--- src/rtl/seq_arith_pkg.sv ---
// Shared types and helpers for the iterative multiplier family.
//   state_t  : controller states (IDLE, RUN, FIN)
//   steps_of : number of RUN cycles for an N-bit operand retiring K bits/cycle
//   width_ok : legality of an (N, K) pair
//   mag_of   : magnitude of a w-bit operand, two's complement or unsigned
package seq_arith_pkg;

  typedef enum logic [1:0] {
    IDLE = 2'd0,
    RUN  = 2'd1,
    FIN  = 2'd2
  } state_t;

  function automatic int unsigned steps_of(input int unsigned n, input int unsigned k);
    return n / k;
  endfunction

  function automatic bit width_ok(input int unsigned n, input int unsigned k);
    return (n >= 2) && (n <= 64) && (k >= 1) && (k <= n) && ((n % k) == 0);
  endfunction

  // Result is confined to w bits, so the signed minimum maps onto
  // 2^(w-1) without needing an extra bit.
  function automatic logic [63:0] mag_of(input logic [63:0] v, input int unsigned w,
                                         input logic is_signed);
    logic [63:0] mask;
    logic [63:0] vm;
    logic [63:0] top;
    mask = (w >= 64) ? '1 : ((64'd1 << w) - 64'd1);
    vm   = v & mask;
    top  = vm >> (w - 1);
    if (is_signed && top[0]) begin
      return (~vm + 64'd1) & mask;
    end
    return vm;
  endfunction

endpackage

--- src/rtl/seq_pp_step.sv ---
// One accumulation step of the shift-add multiplier.
//   acc       : running 2N-bit partial sum
//   a_shifted : multiplicand already aligned to the current bit group
//   b_low     : the K multiplier bits retired this cycle
//   acc_next  : acc + sum over i of (b_low[i] ? a_shifted << i : 0)
module seq_pp_step #(
  parameter int unsigned N = 8,
  parameter int unsigned K = 1
) (
  input  logic [2*N-1:0] acc,
  input  logic [2*N-1:0] a_shifted,
  input  logic [K-1:0]   b_low,
  output logic [2*N-1:0] acc_next
);

  always_comb begin
    acc_next = acc;
    for (int unsigned i = 0; i < K; i++) begin
      if (b_low[i]) begin
        acc_next = acc_next + (a_shifted << i);
      end
    end
  end

endmodule

--- src/rtl/seq_square_mult.sv ---
// Iterative squarer / multiplier retiring K multiplier bits per clock.
//   clk, rst   : rising-edge clock, asynchronous active-high reset
//   start      : request, accepted only in IDLE
//   sq_mode    : 1 = a_in*a_in (b_in ignored), 0 = a_in*b_in
//   is_signed  : operands are two's complement when 1
//   a_in, b_in : N-bit operands, sampled on the accept edge only
//   busy       : operation in flight (RUN or FIN)
//   done       : one-cycle pulse when out carries a fresh result
//   out        : 2N-bit product, held until the next completion
module seq_square_mult
  import seq_arith_pkg::*;
#(
  parameter int unsigned N = 8,
  parameter int unsigned K = 1
) (
  input  logic           clk,
  input  logic           rst,
  input  logic           start,
  input  logic           sq_mode,
  input  logic           is_signed,
  input  logic [N-1:0]   a_in,
  input  logic [N-1:0]   b_in,
  output logic           busy,
  output logic           done,
  output logic [2*N-1:0] out
);

  localparam int unsigned STEPS = steps_of(N, K);
  localparam int unsigned CW    = (STEPS > 1) ? $clog2(STEPS) : 1;

  if (!width_ok(N, K)) begin : g_bad_width
    $error("seq_square_mult: N must be in 2..64 and a multiple of K");
  end

  state_t         state;
  state_t         state_nx;
  logic [CW-1:0]  cnt;
  logic [2*N-1:0] a_sh;
  logic [N-1:0]   mag_b;
  logic           neg;
  logic [2*N-1:0] acc;
  logic [2*N-1:0] acc_nx;
  logic [2*N-1:0] out_q;
  logic           done_q;

  logic [N-1:0]   b_eff;
  logic [N-1:0]   mag_a_in;
  logic [N-1:0]   mag_b_in;
  logic           neg_in;

  // Square mode reuses A as the multiplier, so the sign can never differ.
  assign b_eff    = sq_mode ? a_in : b_in;
  assign mag_a_in = N'(mag_of(64'(a_in), N, is_signed));
  assign mag_b_in = N'(mag_of(64'(b_eff), N, is_signed));
  assign neg_in   = is_signed & ~sq_mode & (a_in[N-1] ^ b_in[N-1]);

  seq_pp_step #(
    .N (N),
    .K (K)
  ) u_step (
    .acc       (acc),
    .a_shifted (a_sh),
    .b_low     (mag_b[K-1:0]),
    .acc_next  (acc_nx)
  );

  always_ff @(posedge clk or posedge rst) begin
    if (rst) begin
      state <= IDLE;
    end else begin
      state <= state_nx;
    end
  end

  always_comb begin
    state_nx = state;
    case (state)
      IDLE:    if (start) state_nx = RUN;
      RUN:     if (cnt == '0) state_nx = FIN;
      FIN:     state_nx = IDLE;
      default: state_nx = IDLE;
    endcase
  end

  always_comb begin
    busy = (state != IDLE);
  end

  always_ff @(posedge clk or posedge rst) begin
    if (rst) begin
      cnt    <= '0;
      a_sh   <= '0;
      mag_b  <= '0;
      neg    <= 1'b0;
      acc    <= '0;
      out_q  <= '0;
      done_q <= 1'b0;
    end else begin
      done_q <= (state == FIN);
      case (state)
        IDLE: begin
          if (start) begin
            a_sh  <= (2*N)'(mag_a_in);
            mag_b <= mag_b_in;
            neg   <= neg_in;
            acc   <= '0;
            cnt   <= CW'(STEPS - 1);
          end
        end
        RUN: begin
          acc   <= acc_nx;
          a_sh  <= a_sh << K;
          mag_b <= mag_b >> K;
          cnt   <= cnt - CW'(1);
        end
        FIN: begin
          out_q <= neg ? (~acc + (2*N)'(1)) : acc;
        end
        default: ;
      endcase
    end
  end

  assign done = done_q;
  assign out  = out_q;

endmodule

--- config.mk ---
export PLATFORM = sky130hd
export DESIGN_NAME = seq_square_mult
export DESIGN_NICKNAME = d
export VERILOG_FILES = /design/src/rtl/seq_arith_pkg.sv /design/src/rtl/seq_pp_step.sv /design/src/rtl/seq_square_mult.sv
export SDC_FILE = /design/constraint.sdc
export NUM_CORES = 1
export LEC_CHECK = 0
export ABC_CLOCK_PERIOD_IN_PS = 3050
export BUFFER_PORTS_ARGS = -buffer_cell sky130_fd_sc_hd__buf_2
export CAP_MARGIN = 30
export CELL_PAD_IN_SITES_DETAIL_PLACEMENT = 1
export CELL_PAD_IN_SITES_GLOBAL_PLACEMENT = 2
export CORE_UTILIZATION = 37
export DETAILED_ROUTE_END_ITERATION = 10
export PLACE_DENSITY = 0.77
export SETUP_SLACK_MARGIN = 0.4
export SYNTH_ARGS = -nofsm -noshare
export SYNTH_HDL_FRONTEND = slang
export SYNTH_HIERARCHICAL = 1
export SYNTH_SLANG_ARGS = --single-unit
--- constraint.sdc ---
create_clock -name clk -period 3.05 [get_ports clk]
set_input_delay 0.1525 -clock clk [delete_from_list [all_inputs] [get_ports clk]]
set_output_delay 0.1525 -clock clk [all_outputs]
set_load 0.05 [all_outputs]
==> impl_results.md, run 1 <==
- Async S/R FF share, synth: 100%
- DRT iter0 DRCs: 85
- Synth Cell Area: roughly 4100 µm²
- Met1 Use GR: 25.2%
- DR vias: 3613
- Core area: 10900 µm²
- Die Y: 108 µm
- Vias in the first global route: 3685
- Initial antenna violation count: 0
- GRT met3 Usage: 2.66%
- CP max stage delay: between 0.4 and 0.5 ns
- Residual DRC count: 0
- Post-synth EDFFs: 0
- WP data arrival: 2.72 ns
- CP startpoint kind: flip-flop
- Warning count from the yosys run: 6
- HP Class: in2reg
- Die ar.: ~12000 µm²
- Hpwl dp: ~8300 µm
- GR peak layer: met2
- Sum Neg Setup Slack: 0 ns
- H-tree level count: 3
- CP max stage cell: dfrtp_1
- Final Cycle Share: 80.1%
- Mean Syn Cell Area: around 9 µm²
- Tmin final: 2.44 ns
- Yosys top cell by area: dfrtp_1
- CP Capture Type: flip-flop
- Share of cells above drive strength 1: between 10% and 20%
- Actual slew at the worst max-slew pin: roughly 0.7 ns
- Clock skew: about 0.0099 ns
- Chip Width: ~110 µm
- Yosys reg bits: 63
- Routed wire length: ~11000 µm
- CP required: about 3.3 ns
- RSZ-0062 raised after global routing: false
- Maximum number of pins on one net before global-route repair: 34
- Final Max Slew Viols: 0
- Top cells by count, synth: 94 x nand2_1, 63 x dfrtp_1, 34 x o21ai_0
- Pre-antenna DRT Iters: 4
- Area growth, synth to finish: 15.0%
- CP max FO: 7
- Reg clk slew, reported paths: approximately 0.070 ns
- Clk sinks: 63
- Rows: 38
- Sequential area share after synthesis: between 30% and 40%
- Count of cell types in the netlist: between 50 and 60
- Buffers on Ports: 38
- Placer Congestion: ~0.8
- Design area: roughly 4800 µm²
- Starting density of the core: between 30% and 40%
- Status: finished clean
- Nets: between 500 and 600
- Pwr dens: 1090 nW/µm²
- Placed Instance Area: between 4000 and 5000 µm²
- All-Layer GR Usage: between 20% and 30%
- Count leader, synth: nand2_1
- Ranking of synthesized cells by area: dfrtp_1 38%, nand2_1 8.5%, ha_1 6.0%
- Worst skew pair latency: around 0.34 ns
- VDD IR max: 0.477 mV
- Total I/O pin count: 39
- Top flip-flop cell by instance count after synthesis: dfrtp_1
- Global-route wire length before repair: 18300 µm
- Leakage: about 2.3 nW
- Endpoints failing setup: 0
- # diodes: 0
- Hold Vio Cnt, Final: 0
- Fmax: between 400 and 500 MHz
- Clock Path Buffers: 2
- CTS Buf Count: 9
- Gate Count Post-Synth: approximately 470
- Setup Crit Path Kind: reg2reg
- CP cell instances: ha_1, a21oi_1, o21ai_0, a221o_1, a31oi_1, mux2_2, o22ai_1, nand2_1, nand2_1
- CP dominant cell by count: nand2_1
- Root buf cell: clkbuf_8
- CTS tree: done
- DR WL/cell: 16.4 µm
- Vias/cell: between 5 and 6
- Rel. slew slack: a little over half
- Max-cap violations: 0
- Synth top area share: between 30% and 40%
- Syn nets: 514
- Met2 Use GR: 35.1%
- Total gr overflow: 0
- Routed Antenna Nets: 0
-- final timing paths --
check,cells past startpoint,start,to,slack [ns]
setup reg to reg,9,acc[10]$_DFFE_PP0P_,acc[15]$_DFFE_PP0P_,0.61
hold reg to reg,2,out[2]$_DFFE_PP0P_,out[2]$_DFFE_PP0P_,0.47
min in group asynchronous,3,rst,neg$_DFFE_PP0P_,0.47
setup / recovery,9,acc[10]$_DFFE_PP0P_,acc[15]$_DFFE_PP0P_,0.61
hold / removal,3,a_in[6],a_sh[6]$_DFFE_PP0P_,0.12
max in group asynchronous,4,rst,out[10]$_DFFE_PP0P_,1.88
-- layout make-up --
cell class,instances,area [µm²]
inverters,14,52.6
repair buffers,53,318
multi-input cells,372,2450
fillers,1294,6120
well taps,140,175
clock buffers,12,145
clock inverters,4,45.0
flip-flops and latches,63,1580
-- report_power, final --
group	internal [W]	leakage, nW	switching (W)
clock	0.000396	0.100	0.000324
combinational	0.00111	1.41	0.00173
sequential	0.00120	0.793	0.000426
-- cells by family (layout without fill, tap and decap cells) --
family / Yosys count / in the layout / synth area share, %
multiplexers: 24 / 24 / 6.25
buffers and inverters: 37 / 83 / 3.41
AO/OA/AOI/OAI: 113 / 113 / 18.2
adder cells (fa/ha/maj): 21 / 21 / 6.52
AND/OR/NAND/NOR: 176 / 176 / 19.6
XOR/XNOR: 38 / 38 / 8.03
flip-flops: 63 / 63 / 38.0
-- metrics by stage --
stage	total power [W]	utilization (%)	hold WS, ns	cells	worst slack, ns
floorplan	0.00369	-	0.289	472	0.649
global placement	0.00437	41.6	0.313	639	0.434
detailed placement	0.00446	41.6	0.315	639	0.388
CTS	0.00522	43.5	0.119	656	0.450
global route	0.00563	43.8	0.146	658	0.433
finish	0.00518	43.8	0.124	658	0.606
-- metal layers --
metal,wire length (µm),vias up
met4,187,0
met5,0,-
met1,4940,1777
met2,5350,59
li1,-,1764
met3,297,13
-- worst max-delay path: cells and delay by family (launching register included) --
kind / cells / cell delay (ns)
AND/OR/NAND/NOR: 2 / 0.12
flip-flops: 1 / 0.45
adder cells (fa/ha/maj): 1 / 0.42
AO/OA/AOI/OAI: 5 / 1.03
multiplexers: 1 / 0.36
-- sequential cells by signal, indices dropped and copies added, names as in the netlist --
name   cells
acc       16
state      2
a_sh      16
out       16
neg        1
done       1
cnt        3
mag_b      8
-- cell usage in the layout, fill, tap and decap left out, types with 2 or more instances in the layout --
cell type  netlist  final
nand3_1         31     31
o211ai_1         5      5
a22oi_1          7      7
o21ai_0         34     34
o311ai_0         2      2
or4_4            2      2
nor4_1           2      2
o21ai_1          3      3
a22o_1           3      3
nor3_1           3      3
a21o_1           6      6
buf_4            0     13
a221o_1          3      3
and3_1           5      5
nor2_1          18     18
clkinv_2         0      3
nand2b_1         4      4
o31ai_1          7      7
mux2_2          15     15
xnor2_1         17     17
buf_2            2     38
inv_1           14     13
clkbuf_8         0     10
xor2_1          21     21
ha_1            20     19
a21oi_1         19     19
mux2i_1          9      9
a31oi_1          6      6
o22ai_1          3      3
dfrtp_1         63     62
nor2b_1          5      4
nand3b_1         3      3
o41ai_1          2      2
nand2_1         94     94
clkbuf_1        19      2
a32oi_1          2      2
-- what timing repair did --
action | in CTS | in global routing
endpoints found under the setup margin | 2 | 4
endpoints found under the hold margin | 30 | 0
resized for setup | 1 | 4
pin swaps | 0 | 4
hold buffers | 1 | 0
setup buffers | 0 | 2
(Power assumes the default switching activity.)
==> run 2: changes to the inputs <==
--- a/config.mk
+++ b/config.mk
@@ -5,14 +5,15 @@
 export SDC_FILE = /design/constraint.sdc
 export NUM_CORES = 1
 export LEC_CHECK = 0
-export ABC_CLOCK_PERIOD_IN_PS = 3050
+export ABC_AREA = 1
+export ABC_CLOCK_PERIOD_IN_PS = 2400
 export BUFFER_PORTS_ARGS = -buffer_cell sky130_fd_sc_hd__buf_2
 export CAP_MARGIN = 30
 export CELL_PAD_IN_SITES_DETAIL_PLACEMENT = 1
 export CELL_PAD_IN_SITES_GLOBAL_PLACEMENT = 2
-export CORE_UTILIZATION = 37
+export CORE_UTILIZATION = 34
 export DETAILED_ROUTE_END_ITERATION = 10
-export PLACE_DENSITY = 0.77
+export PLACE_DENSITY = 0.78
 export SETUP_SLACK_MARGIN = 0.4
 export SYNTH_ARGS = -nofsm -noshare
 export SYNTH_HDL_FRONTEND = slang
==> constraint.sdc (replaced) <==
create_clock -name clk -period 2.4 [get_ports clk]
set_input_delay 0.12 -clock clk [delete_from_list [all_inputs] [get_ports clk]]
set_output_delay 0.12 -clock clk [all_outputs]
set_load 0.05 [all_outputs]
==> run 2 against run 1 <==
Die area increased by 13%. Global-route usage increased by 1.3 points. Cell area increased by 8.4%. Sequential share of layout area decreased by 2.6 points. Via count increased by 15%. Non-clock buffer count decreased by 6. Count of clock-buffer cells in the layout decreased by 3. Clock skew decreased by 0.0035 ns. Critical path depth increased by 2. Synthesized cell count increased by 33%. Worst setup slack got worse by 0.087 ns. Clock power increased by 85%. Critical endpoint unchanged. Largest cell class unchanged. Highest routed layer unchanged.
==> impl_results.md, run 2 <==
- Yosys top cell by area: dfrtp_1
- CP required: 2.62 ns (-0.71 ns)
- Worst r2r src: acc[13]$_DFFE_PP0P_
- Hpwl dp: 9800 µm (+18%)
- Sum Neg Setup Slack: 0 ns (unchanged)
- Xor/xnor cell area share of the yosys netlist: 1.63% (-6.4 points)
- Synth Area in Compound Gates: 12.6% (-5.6 points)
- Core area: 12200 µm² (+12%)
- Commonest non-fill, non-tap cell in the layout: nand2_1
- Sequential power share: 26.6% (-4.7 points)
- Total gr overflow: 0 (unchanged)
- Starting density of the core: 35.4% (-2.7 points)
- Share of cells above drive strength 1: 16.0% (-2.7 points)
- Pwr Total: 0.00739 W (+43%)
- Tmin final: 1.88 ns (-0.563 ns)
- DR vias: 4164 (+15%)
- CP max FO: 5 (-2)
- Routed Antenna Nets: 0 (unchanged)
- Hold Path Sink: a_sh[3]$_DFFE_PP0P_
- NetSw: 0.00367 W (+48%)
- Final Max Slew Viols: 0 (unchanged)
- Gate Count Post-Synth: 627 (+33%)
- Hold slack: 0.0990 ns (-0.0245 ns)
- Hold Path Depth: 3 (unchanged)
- Post-synth EDFFs: 0 (unchanged)
- Chip Width: 115 µm (+6.2%)
- Global-route wire length before repair: 21500 µm (+18%)
- Vias in the first global route: 4433 (+20%)
- Die ar.: 13100 µm² (+13%)
- DR WL/cell: 15.3 µm (-6.6%)
- Actual slew at the worst max-slew pin: 0.712 ns (+0.0278 ns)
- Syn nets: 669 (+30%)
- Final Util: 42.5% (-1.3 points)
- Register-to-Register Setup Slack: 0.52 ns (-0.09 ns)
- Count leader, synth: nand2_1
- VDD IR max: 0.459 mV (-3.7%)
- Placed Instance Area: 4680 µm² (+3.3%)
- Total I/O pin count: 39 (unchanged)
- Ranking of synthesized cells by area: dfrtp_1 37%, nand2_1 19%, inv_1 7.2%
- Warning count from the yosys run: 6 (unchanged)
- Routed wire length: 12900 µm (+19%)
- Area of the multi-input gates: 2470 µm² (+0.66%)
- CP startpoint kind: flip-flop
- Rel. slew slack: 52.4% (-1.9 points)
- Setup Crit Path Kind: reg2reg
- Mean Syn Cell Area: 6.87 µm² (-22%)
- Nets: 711 (+28%)
- Max-cap violations: 0 (unchanged)
- All-Layer GR Usage: 21.4% (+1.3 points)
- Synth Cell Area: 4310 µm² (+3.9%)
- HP Class: in2reg
- Die Y: 115 µm (+6.2%)
- Clk sinks: 63 (unchanged)
- Leakage: 2.67 nW (+16%)
- Count of cell types in the netlist: 38 (-31%)
- RSZ-0062 raised after global routing: true
- Async S/R FF share, synth: 100% (unchanged)
- Maximum number of pins on one net before global-route repair: 34 (unchanged)
- CP Capture Type: flip-flop
- Post-synthesis mux area share: 0.232% (-6.0 points)
- Final Cycle Share: 78.4% (-1.8 points)
- Buffers on Ports: 38 (unchanged)
- Commonest non-fill, non-tap cells in the layout: 212 x nand2_1, 82 x inv_1, 63 x dfrtp_1, 51 x nand3_1, 44 x o21ai_0
- CTS tree: done
- Fill cell count: 1590 (+23%)
- Endpoints failing setup: 0 (unchanged)
- # diodes: 0 (unchanged)
- Critical R2R Capture: acc[15]$_DFFE_PP0P_
- Synth top area share: 36.6% (-1.4 points)
- Root buf cell: clkbuf_16
- Min-delay src: a_in[3]
- P_int: 0.00373 W (+38%)
- Fmax: 532 MHz (+30%)
- Vias/cell: 4.95 (-9.9%)
- Top flip-flop cell by instance count after synthesis: dfrtp_1
- Sequential area share after synthesis: 36.6% (-1.4 points)
- Pwr dens: 1430 nW/µm² (+32%)
- R2R cell count: 11 (+2)
- WP data arrival: 2.10 ns (-0.62 ns)
- Area growth, synth to finish: 20.0%
- Rows: 40 (+5.3%)
- Combinational group share of total power: 55.5% (+0.7 points)
- Status: finished clean
- Design area: 5170 µm² (+8.4%)
- Reg clk slew, reported paths: 0.06 ns (about the same)
- Clock Path Buffers: 2 (unchanged)
- Post-synthesis adder-cell area fraction: 6.28% (-0.24 points)
- Top cells by count, synth: 219 x nand2_1, 83 x inv_1, 63 x dfrtp_1
- Simple logic cell fraction of the synthesized area: 32.5% (+13 points)
- Residual DRC count: 0 (unchanged)
- CTS Buf Count: 9 (unchanged)
- Pre-antenna DRT Iters: 4 (unchanged)
- Placer Congestion: 0.809 (-0.97%)
- Hold Vio Cnt, Final: 0 (unchanged)
- Seq. cell area: 1580 µm² (about the same)
- Yosys reg bits: 63 (unchanged)
- DRT iter0 DRCs: 118 (+39%)
- Initial antenna violation count: 0 (unchanged)
- H-tree level count: 3 (unchanged)
- Worst skew pair latency: 0.34 ns (about the same)
- Largest family of logic cells by synthesized area: simple AND/OR/NAND/NOR gates
- Sw frac: 49.6% (+1.7 points)
- Clk pwr share: 17.9% (+4.0 points)
- Clock skew: 0.00636 ns (-0.00353 ns)
## run 2: final cells by class
class,count,share of cell area [%]
multi-input cells,457,47.8
flip-flops and latches,63,30.5
inverters,91,6.61
repair buffers,47,5.28
clock buffers,9,4.36
well taps,168,4.07
clock inverters,7,1.40
## run 2: cell families (layout without fill, tap and decap cells)
family          Yosys count  in the layout
buf+inv                 107            154
flops                    63             63
mux                       1              1
simple gates            331            331
xor+xnor                  8              8
compound gates           96             96
fa+ha+maj                21             21
## run 2: timing repair
action | CTS | global route
setup endpoints to repair | 1 | 11
cloned | 0 | 0
hold buffers | 1 | 0
pin swaps | 0 | 4
buffers inserted | 0 | 1
resized for setup | 1 | 28
endpoints found under the hold margin | 30 | 0
## run 2: through the flow
step / std cells / setup slack, ns
after floorplan: 627 / 0.614
after global placement: 824 / 0.477
after detailed placement: 824 / 0.417
after CTS: 841 / 0.444
after global routing: 842 / 0.374
final: 842 / 0.519
## run 2: power groups by stage
stage	registers, W	clock network [W]	logic, W
finish	0.00196	0.00133	0.00411
global route	0.00202	0.00141	0.00465
CTS	0.00191	0.00137	0.00392
detailed placement	0.00193	0	0.00389
global placement	0.00191	0	0.00378
floorplan	0.00223	0	0.00252
## run 2: layer usage
| layer | track usage (%) | vias up | part of all wire (%) |
|---|---|---|---|
| met2 | 39.4 | 43 | 52 |
| met4 | 7.53 | 0 | 1.5 |
| met1 | 24.7 | 2010 | 44 |
| met5 | 0 | - | 0 |
| met3 | 4.08 | 14 | 2.3 |
| li1 | - | 2097 | - |
## run 2: worst max-delay path: stages, from the launching register on
cell     delay, ns
dfrtp_1       0.45
ha_1          0.41
nand2_1       0.16
inv_1         0.05
nand2_1       0.06
nand2_1       0.05
a21oi_1       0.20
nand3_1       0.10
nand3_1       0.09
nand2_1       0.05
nand2_1       0.06
o21ai_0       0.08
## run 2: how the worst max path moves through the flow
| stage | start | to | slack, ns | cells after the start |
|---|---|---|---|---|
| finish | acc[13]$_DFFE_PP0P_ | acc[15]$_DFFE_PP0P_ | 0.52 | 11 |
| CTS | acc[0]$_DFFE_PP0P_ | acc[12]$_DFFE_PP0P_ | 0.44 | 11 |
| floorplan | acc[0]$_DFFE_PP0P_ | acc[6]$_DFFE_PP0P_ | 0.61 | 11 |
| global placement | acc[0]$_DFFE_PP0P_ | acc[12]$_DFFE_PP0P_ | 0.48 | 11 |
| global route | acc[0]$_DFFE_PP0P_ | acc[10]$_DFFE_PP0P_ | 0.37 | 12 |
| detailed placement | acc[0]$_DFFE_PP0P_ | acc[12]$_DFFE_PP0P_ | 0.42 | 11 |
==> run 3: changes to the inputs <==
--- a/config.mk
+++ b/config.mk
@@ -6,7 +6,7 @@
 export NUM_CORES = 1
 export LEC_CHECK = 0
 export ABC_AREA = 1
-export ABC_CLOCK_PERIOD_IN_PS = 2400
+export ABC_CLOCK_PERIOD_IN_PS = 1880
 export BUFFER_PORTS_ARGS = -buffer_cell sky130_fd_sc_hd__buf_2
 export CAP_MARGIN = 30
 export CELL_PAD_IN_SITES_DETAIL_PLACEMENT = 1
==> constraint.sdc (replaced) <==
create_clock -name clk -period 1.88 [get_ports clk]
set_input_delay 0.094 -clock clk [delete_from_list [all_inputs] [get_ports clk]]
set_output_delay 0.094 -clock clk [all_outputs]
set_load 0.05 [all_outputs]
==> run 3 against run 2 <==
Largest cell class unchanged. Fmax rose by 3.4%. Sequential power grew 24%. Utilization increased by 5.5 points. Cell area is 13% higher. Largest power group unchanged. Worst hold slack worse by 0.025 ns. Wire length grew 7.9%. Clock power grew 19%. Critical path depth up 1. Total power up 46%. Critical endpoint is now acc[8]$_DFFE_PP0P_. Combinational power grew 64%. Final cell count up 4.3%.
==> impl_results.md, run 3 (synthesis gave the netlist of run 2 again) <==
- Starting density of the core: 35.4% (unchanged)
- DR WL/cell: 15.8 µm (+3.5%)
- Total gr overflow: 0 (unchanged)
- Fill cell count: 1542 (-3.0%)
- Final Cycle Share: 96.8% (+18 points)
- Initial antenna violation count: 0 (unchanged)
- Met3 wire len: 376 µm (+27%)
- Commonest non-fill, non-tap cell in the layout: nand2_1
- Maximum number of pins on one net before global-route repair: 64 (+88%)
- DRT iter0 DRCs: 179 (+52%)
- Root buf cell: clkbuf_16
- Actual slew at the worst max-slew pin: 0.545 ns (-0.167 ns)
- Hpwl dp: 9970 µm (+1.7%)
- Tmin final: 1.82 ns (-0.0613 ns)
- Clock skew: 0.00647 ns (+0.000114 ns)
- Commonest non-fill, non-tap cells in the layout: 187 x nand2_1, 75 x inv_1, 58 x dfrtp_1, 38 x buf_2, 37 x nand3_1
- Status: finished clean
- Worst skew pair latency: 0.34 ns (about the same)
- Die Y: 115 µm (unchanged)
- Share of cells above drive strength 1: 30.4% (+14 points)
- Setup Crit Path Kind: reg2reg
- Fmax: 550 MHz (+3.4%)
- Final Max Slew Viols: 0 (unchanged)
- Reg clk slew, reported paths: 0.06 ns (about the same)
- RSZ-0062 raised after global routing: true
- CP startpoint kind: flip-flop
- Leakage: 2.94 nW (+10%)
- CP Capture Type: flip-flop
- Area growth, synth to finish: 35.5%
- Placer Congestion: 0.879 (+8.6%)
- HP Class: in2reg
- Buffers on Ports: 38 (unchanged)
- Hold slack: 0.0741 ns (-0.0249 ns)
- Residual DRC count: 0 (unchanged)
- Max layer used: met4
- VDD IR max: 0.707 mV (+54%)
- CTS Buf Count: 9 (unchanged)
- Routed Antenna Nets: 0 (unchanged)
- Placed Instance Area: 4880 µm² (+4.4%)
- Chip Width: 115 µm (unchanged)
- Rows: 40 (unchanged)
- CP required: 2.15 ns (-0.47 ns)
- Routed wire length: 13900 µm (+7.9%)
- Total I/O pin count: 39 (unchanged)
- Metal2 WL: 7430 µm (+11%)
- Nets: 747 (+5.1%)
- All-Layer GR Usage: 22.5% (+1.1 points)
- Clk sinks: 63 (unchanged)
- Global-route wire length before repair: 22600 µm (+4.9%)
- Placed cell count: 843 (+2.3%)
- Vias/cell: 4.96 (+0.39%)
- Rel. slew slack: 63.3% (+11 points)
- CP max FO: 3 (-2)
- Pre-antenna DRT Iters: 4 (unchanged)
- Pwr Total: 0.0108 W (+46%)
- H-tree level count: 3 (unchanged)
- Non-filler cells, final: 878 (+4.3%)
- Endpoints failing setup: 0 (unchanged)
- Clock Path Buffers: 2 (unchanged)
- Design area: 5830 µm² (+13%)
- Vias in the first global route: 4635 (+4.6%)
- Hold Vio Cnt, Final: 0 (unchanged)
- Sum Neg Setup Slack: 0 ns (unchanged)
- CTS tree: done
- # diodes: 0 (unchanged)
- Max-cap violations: 0 (unchanged)
- Core area: 12200 µm² (unchanged)
- Die ar.: 13100 µm² (unchanged)
- WP data arrival: 2.09 ns (about the same)
- Pwr dens: 1850 nW/µm² (+29%)
- DR vias: 4359 (+4.7%)
- Met1 wire length: 5760 µm (+1.1%)
[run 3: routing by layer]
metal,track usage [%],up-vias
met3,2.65,20
met1,25.2,2108
met2,42.7,60
li1,-,2171
met5,0,-
met4,9.78,0
[run 3: layout make-up]
| cell class | instances | area [µm²] | area share (%) |
|---|---|---|---|
| clock buffer | 11 | 243 | 4.16 |
| clock inverter | 5 | 33.8 | 0.579 |
| timing repair buffer | 83 | 581 | 9.95 |
| tap | 168 | 210 | 3.60 |
| multi-input combinational | 457 | 2830 | 48.5 |
| inverter | 91 | 354 | 6.07 |
| sequential | 63 | 1580 | 27.1 |
[run 3: power by group]
part           leakage (nW)  internal [W]  switching (W)  total [W]
Combinational          2.02       0.00257        0.00419    0.00676
Clock                 0.132      0.000925       0.000651    0.00158
Sequential            0.792       0.00195       0.000494    0.00244
[run 3: worst max-delay path, stage by stage, from the launching register on]
cell,delay [ns]
dfrtp_1,0.38
ha_2,0.20
fa_2,0.35
nand2_2,0.08
nand2_2,0.06
and2_4,0.17
nand2_4,0.06
nand2_4,0.05
a21oi_2,0.11
o21ai_1,0.08
nand2_1,0.06
nand2_1,0.05
o21ai_1,0.08
[run 3: repair_timing]
action	4_1_cts	5_1_grt
pin swaps	9	36
buffers inserted	6	12
resized for setup	47	86
hold endpoints to repair	63	0
hold buffers	1	0
endpoints found under the setup margin	30	59
[run 3: path summary, 6_finish.rpt]
| check | slack, ns | end | start | depth (start not counted) |
|---|---|---|---|---|
| max | 0.06 | acc[8]$_DFFE_PP0P_ | acc[0]$_DFFE_PP0P_ | 12 |
| min | 0.07 | state[0]$_DFFE_PP0P_ | start | 3 |
| max reg2reg | 0.06 | acc[8]$_DFFE_PP0P_ | acc[0]$_DFFE_PP0P_ | 12 |
| min reg2reg | 0.46 | out[11]$_DFFE_PP0P_ | out[11]$_DFFE_PP0P_ | 2 |
| max in group asynchronous | 1.18 | acc[7]$_DFFE_PP0P_ | rst | 4 |
| min in group asynchronous | 0.38 | a_sh[7]$_DFFE_PP0P_ | rst | 4 |
[run 3: metrics by stage]
step	util (%)	setup WS, ns
after floorplan	-	0.182
after global placement	40.2	0.0295
after detailed placement	40.2	-0.00731
after CTS	44.7	0.0684
after global routing	48.0	-0.0642
final	48.0	0.0603
